**src/rtl/regfile_wb_scheduler.sv**
```systemverilog
// Write-port scheduler for a single-write-port register file: ALU/load arbitration, load FIFO, load scoreboard.
// Optional macro REGFILE_BYPASS_EN enables write-port forwarding outputs; otherwise they are tied to 0.
module regfile_wb_scheduler #(
  parameter int FIFO_DEPTH   = 2,
  parameter int STARVE_LIMIT = 4
) (
  input  logic        clk,
  input  logic        rst,
  input  logic        alu_wb_valid,
  input  logic [4:0]  alu_wb_rd,
  input  logic [31:0] alu_wb_data,
  output logic        alu_stall,
  input  logic        mem_wb_valid,
  input  logic [4:0]  mem_wb_rd,
  input  logic [31:0] mem_wb_data,
  output logic        mem_wb_ready,
  input  logic        iss_fire,
  input  logic        iss_is_load,
  input  logic [4:0]  iss_rs1,
  input  logic [4:0]  iss_rs2,
  input  logic [4:0]  iss_rd,
  output logic        iss_hazard,
  output logic        RegWrite,
  output logic [4:0]  rd,
  output logic [31:0] write_data,
  output logic        fwd_rs1_hit,
  output logic        fwd_rs2_hit,
  output logic [31:0] fwd_data
);

  localparam int PW = (FIFO_DEPTH > 1) ? $clog2(FIFO_DEPTH) : 1;
  localparam int CW = $clog2(FIFO_DEPTH + 1);
  localparam int AW = $clog2(STARVE_LIMIT + 1);

  typedef enum logic [1:0] {SRC_IDLE, SRC_ALU, SRC_FIFO} src_e;

  logic [4:0]    fifo_rd_q   [FIFO_DEPTH];
  logic [4:0]    fifo_rd_d   [FIFO_DEPTH];
  logic [31:0]   fifo_data_q [FIFO_DEPTH];
  logic [31:0]   fifo_data_d [FIFO_DEPTH];
  logic [PW-1:0] wr_ptr_q, wr_ptr_d, rd_ptr_q, rd_ptr_d;
  logic [CW-1:0] count_q, count_d;
  logic [AW-1:0] age_q, age_d;
  logic [31:0]   pending_q, pending_d;

  src_e        src;
  logic        fifo_nonempty, push, pop;
  logic [4:0]  head_rd;
  logic [31:0] head_data;

  assign fifo_nonempty = (count_q != '0);
  assign head_rd       = fifo_rd_q[rd_ptr_q];
  assign head_data     = fifo_data_q[rd_ptr_q];
  assign mem_wb_ready  = (count_q < CW'(FIFO_DEPTH));
  assign push          = mem_wb_valid && mem_wb_ready;
  assign alu_stall     = (age_q >= AW'(STARVE_LIMIT)) && fifo_nonempty;
  assign iss_hazard    = pending_q[iss_rs1] | pending_q[iss_rs2] | pending_q[iss_rd];

  // A starving FIFO head pre-empts the ALU; an ALU request to x0 leaves the port free.
  always_comb begin
    src        = SRC_IDLE;
    rd         = '0;
    write_data = '0;
    if (alu_stall) begin
      src = SRC_FIFO;
    end else if (alu_wb_valid && alu_wb_rd != 5'd0) begin
      src = SRC_ALU;
    end else if (fifo_nonempty) begin
      src = SRC_FIFO;
    end
    case (src)
      SRC_ALU: begin
        rd         = alu_wb_rd;
        write_data = alu_wb_data;
      end
      SRC_FIFO: begin
        rd         = head_rd;
        write_data = head_data;
      end
      default: ;
    endcase
  end

  assign pop      = (src == SRC_FIFO);
  assign RegWrite = (src != SRC_IDLE) && (rd != 5'd0);

`ifdef REGFILE_BYPASS_EN
  assign fwd_rs1_hit = RegWrite && (rd == iss_rs1);
  assign fwd_rs2_hit = RegWrite && (rd == iss_rs2);
  assign fwd_data    = write_data;
`else
  assign fwd_rs1_hit = 1'b0;
  assign fwd_rs2_hit = 1'b0;
  assign fwd_data    = '0;
`endif

  always_comb begin
    fifo_rd_d   = fifo_rd_q;
    fifo_data_d = fifo_data_q;
    wr_ptr_d    = wr_ptr_q;
    rd_ptr_d    = rd_ptr_q;
    count_d     = count_q;
    if (push) begin
      fifo_rd_d[wr_ptr_q]   = mem_wb_rd;
      fifo_data_d[wr_ptr_q] = mem_wb_data;
      wr_ptr_d              = wr_ptr_q + PW'(1);
    end
    if (pop) begin
      rd_ptr_d = rd_ptr_q + PW'(1);
    end
    count_d = count_q + CW'(push) - CW'(pop);
  end

  // Age only accumulates while a buffered load sits at the head without being written.
  always_comb begin
    age_d = age_q;
    if (pop || !fifo_nonempty) begin
      age_d = '0;
    end else if (age_q < AW'(STARVE_LIMIT)) begin
      age_d = age_q + AW'(1);
    end
  end

  // Clear on the write that retires a load, then set so a same-cycle reissue wins.
  always_comb begin
    pending_d = pending_q;
    if (pop && head_rd != 5'd0) begin
      pending_d[head_rd] = 1'b0;
    end
    if (iss_fire && iss_is_load && iss_rd != 5'd0) begin
      pending_d[iss_rd] = 1'b1;
    end
    pending_d[0] = 1'b0;
  end

  always_ff @(posedge clk or posedge rst) begin
    if (rst) begin
      for (int i = 0; i < FIFO_DEPTH; i++) begin
        fifo_rd_q[i]   <= '0;
        fifo_data_q[i] <= '0;
      end
      wr_ptr_q  <= '0;
      rd_ptr_q  <= '0;
      count_q   <= '0;
      age_q     <= '0;
      pending_q <= '0;
    end else begin
      fifo_rd_q   <= fifo_rd_d;
      fifo_data_q <= fifo_data_d;
      wr_ptr_q    <= wr_ptr_d;
      rd_ptr_q    <= rd_ptr_d;
      count_q     <= count_d;
      age_q       <= age_d;
      pending_q   <= pending_d;
    end
  end

endmodule

```
**config.mk**
```make
export PLATFORM = sky130hd
export DESIGN_NAME = regfile_wb_scheduler
export DESIGN_NICKNAME = d
export VERILOG_FILES = /design/src/rtl/regfile_wb_scheduler.sv
export SDC_FILE = /design/constraint.sdc
export NUM_CORES = 1
export LEC_CHECK = 0
export CAP_MARGIN = 40
export CELL_PAD_IN_SITES_DETAIL_PLACEMENT = 1
export CELL_PAD_IN_SITES_GLOBAL_PLACEMENT = 1
export CORE_MARGIN = 1
export CORE_UTILIZATION = 38
export CTS_CLUSTER_DIAMETER = 60
export DETAILED_ROUTE_END_ITERATION = 12
export GPL_ROUTABILITY_DRIVEN = 0
export PLACE_DENSITY_LB_ADDON = 0.12
export SLEW_MARGIN = 15
export SYNTH_ARGS = -nofsm -noshare
export SYNTH_HDL_FRONTEND = slang
export SYNTH_SLANG_ARGS = --single-unit
```
**constraint.sdc**
```tcl
create_clock -name clk -period 4.73 [get_ports clk]
set_input_delay 0.946 -clock clk [delete_from_list [all_inputs] [get_ports clk]]
set_output_delay 0.946 -clock clk [all_outputs]
set_load 0.005 [all_outputs]
```
==> impl_metrics.env <==
export IMPL_status="finished clean"
export IMPL_reg2reg_from="count_q[1]$_DFF_PP0_"
export IMPL_antenna_found_initial=0
export IMPL_synthTopCellsByCount="114 x mux2_2, 112 x dfrtp_1, 62 x o21ai_0"
export IMPL_crit_fanout=15
export IMPL_max_freq_mhz=219
export IMPL_stdcell_area_um2=8280
export IMPL_die_x_um=132
export IMPL_hp_start="fifo_data_q[57]$_DFFE_PP0P_"
export IMPL_tns_ns=0
export IMPL_rr_worst_depth=11
export IMPL_grt_overflow_total=0
export IMPL_clk_pin_slew_ns=0.06
export IMPL_met1Wirelength_mm=7.77
export IMPL_criticalPathCategory="input port to output port"
export IMPL_critPathCaptureType="output port"
export IMPL_clockBufferDepth=2
export IMPL_cts_root_buf="clkbuf_16"
export IMPL_synth_distinct_cells=42
export IMPL_ys_flop_type="dfrtp_1"
export IMPL_post_dp_cell_area_um2=7960
export IMPL_htreeDepth=3
export IMPL_first_pass_iters=4
export IMPL_cellPowerDensity_nw_per_um2=590
export IMPL_whs_path_depth=1
export IMPL_slew_headroom_pct=64.1
export IMPL_area_growth_pct=28.9
export IMPL_fill_cells=1770
export IMPL_fin_nets=810
export IMPL_final_hold_viol_count=0
export IMPL_timing_worst_slew_pin_value_ns=0.539
export IMPL_dr_wl_met2_mm=9.13
export IMPL_synth_edff_count=0
export IMPL_grt_usage_pct=21.7
export IMPL_grt_setup_unrepaired="no"
export IMPL_grt_pass1_wl_mm=29.7
export IMPL_cts_buffers=9
export IMPL_grt_pass1_vias=5469
export IMPL_ios=170
export IMPL_drt_total_wl_mm=18.3
export IMPL_setup_viol=0
export IMPL_hold_path_class="flip-flop to flip-flop"
export IMPL_yosysMostFrequentCell="mux2_2"
export IMPL_synth_seq_cells=112
export IMPL_async_reset_ff_share_pct=100
export IMPL_via_per_inst=5.40
export IMPL_n_antenna_cell=0
export IMPL_met3_length_mm=1.08
export IMPL_syn_inst=578
export IMPL_num_rows=47
export IMPL_drive_gt1_share_pct=22.8
export IMPL_synthesis_area_um2=6420
export IMPL_dpl_cell_count=916
export IMPL_core_um2=16500
export IMPL_vdd_drop_max_mv=0.232
export IMPL_drt_iter0_markers=218
export IMPL_port_buffers=135
export IMPL_clkSinkCount=112
export IMPL_synth_largest_area_cell="dfrtp_1"
export IMPL_fin_skew_ns=0.0123
export IMPL_slew_violations=0
export IMPL_post_drt_wl_per_cell_um=19.6
export IMPL_min_period_ns=4.56
export IMPL_clk_latency_ns=0.35
export IMPL_start_util_pct=38.9
export IMPL_fin_crit_sh_pct=96.4
export IMPL_hold_end="fifo_data_q[57]$_DFFE_PP0P_"
export IMPL_die_area_um2=17400
export IMPL_syn_avg_cell_area_um2=11.1
export IMPL_grt_max_degree=65
export IMPL_hpwl_mm=13.9
export IMPL_cp_start_kind="input port"
export IMPL_topRoutingLayerUsed="met4"
export IMPL_worst_ep_required_time_ns=3.78
export IMPL_timing_rr_end="count_q[1]$_DFF_PP0_"
export IMPL_finalCoreUtilization_pct=50.1
export IMPL_rrSetupSlack_ns=2.05
export IMPL_hold_ws_ns=0.502
export IMPL_cp_arrival_ns=3.61
export IMPL_p_leak_uw=0.00339
export IMPL_drc_errors=0
export IMPL_final_cell_count_no_fill=932
export IMPL_synth_top_cell_area_share_pct=43.6
export IMPL_drv_cap=0
export IMPL_ys_seq_area_share_pct=43.6
export IMPL_fp_dieH_um=132
export IMPL_vias=5030
export IMPL_ctsHoldBuffers=0
export IMPL_synth_warnings=0
export IMPL_cts_tree="built"
export IMPL_synthTopCellsByArea="dfrtp_1 44%, mux2_2 20%, o21ai_0 4.8%, a22oi_1 4.2%, buf_4 4.0%"
export IMPL_ant_nets=0
## cell type report
cell class / instances / area (um^2) / area share [%]
multi-input combinational: 420 / 3320 / 40.0
sequential: 112 / 2800 / 33.9
timing repair buffer: 151 / 1540 / 18.6
tap: 220 / 275 / 3.32
clock buffer: 10 / 229 / 2.76
clock inverter: 5 / 66.3 / 0.801
inverter: 14 / 55.1 / 0.665
## kinds of logic after synthesis
group / synth area share, %
AOI/OAI and AO/OA: 11.6
xor gates and xnor gates: 0.682
adders and majority gates: 1.36
buffers and inverters: 6.93
DFF: 43.6
muxes: 27.8
other: 0.0584
and+or+nand+nor: 7.85
## critical path: stages
cell and delay (ns):
clkdlybuf4s50_1 0.45, or4_1 0.51, o21ai_1 0.18, nor2_1 0.06, nor2_1 0.14, ha_2 0.24
buf_4 0.14, buf_4 0.22, a22oi_1 0.10, nor2_1 0.11, clkdlybuf4s50_1 0.52
## where the power goes
| group | leakage [uW] | internal [uW] | switching [uW] |
|---|---|---|---|
| combinational | 0.00189 | 1280 | 1050 |
| sequential | 0.00136 | 1440 | 347 |
| clock | 0.000141 | 415 | 355 |
## per-layer routing
layer	global-route usage, %	up-vias
li1	-	2313
met1	27.1	2574
met2	37.3	124
met3	5.07	19
met4	6.46	0
met5	0	-
## flip-flops by register name, summed over array words and instances (netlist names)
name,cells
fifo_data_q,64
pending_q,31
fifo_rd_q,10
age_q,3
count_q,2
rd_ptr_q,1
wr_ptr_q,1
## worst max path at each step
stage	depth (start not counted)	to	startpoint	slack, ns
after floorplan	1	age_q[0]$_DFFE_PP0P_	rst	0.82
after global placement	12	RegWrite	alu_wb_rd[3]	0.13
after detailed placement	12	RegWrite	alu_wb_rd[0]	-0.006
after CTS	12	RegWrite	alu_wb_rd[0]	0.02
after global routing	11	write_data[1]	alu_wb_rd[3]	0.01
final	11	write_data[31]	alu_wb_rd[0]	0.17
## timing repair
| item | in CTS | in global routing |
|---|---|---|
| buffers inserted | 0 | 1 |
| setup endpoints to repair | 1 | 31 |
| pin swaps | 0 | 1 |
| resized for setup | 1 | 5 |
## cell usage in the layout (no fill, tap or decap), drive strengths merged, types with 12 or more instances in the layout
cell	instances
a22oi	36
buf	16
clkdlybuf4s50	134
conb	34
dfrtp	112
inv	16
mux2	114
mux2i	22
mux4	12
nand2	12
nor2	52
o21ai	62
## stage by stage
stage               worst slack (ns)  power, uW
detailed placement          -0.00580       4150
floorplan                      0.825       3220
global route                  0.0128       5250
finish                         0.171       4890
global placement               0.133       4000
CTS                           0.0172       4940
(Power assumes the default switching activity.)
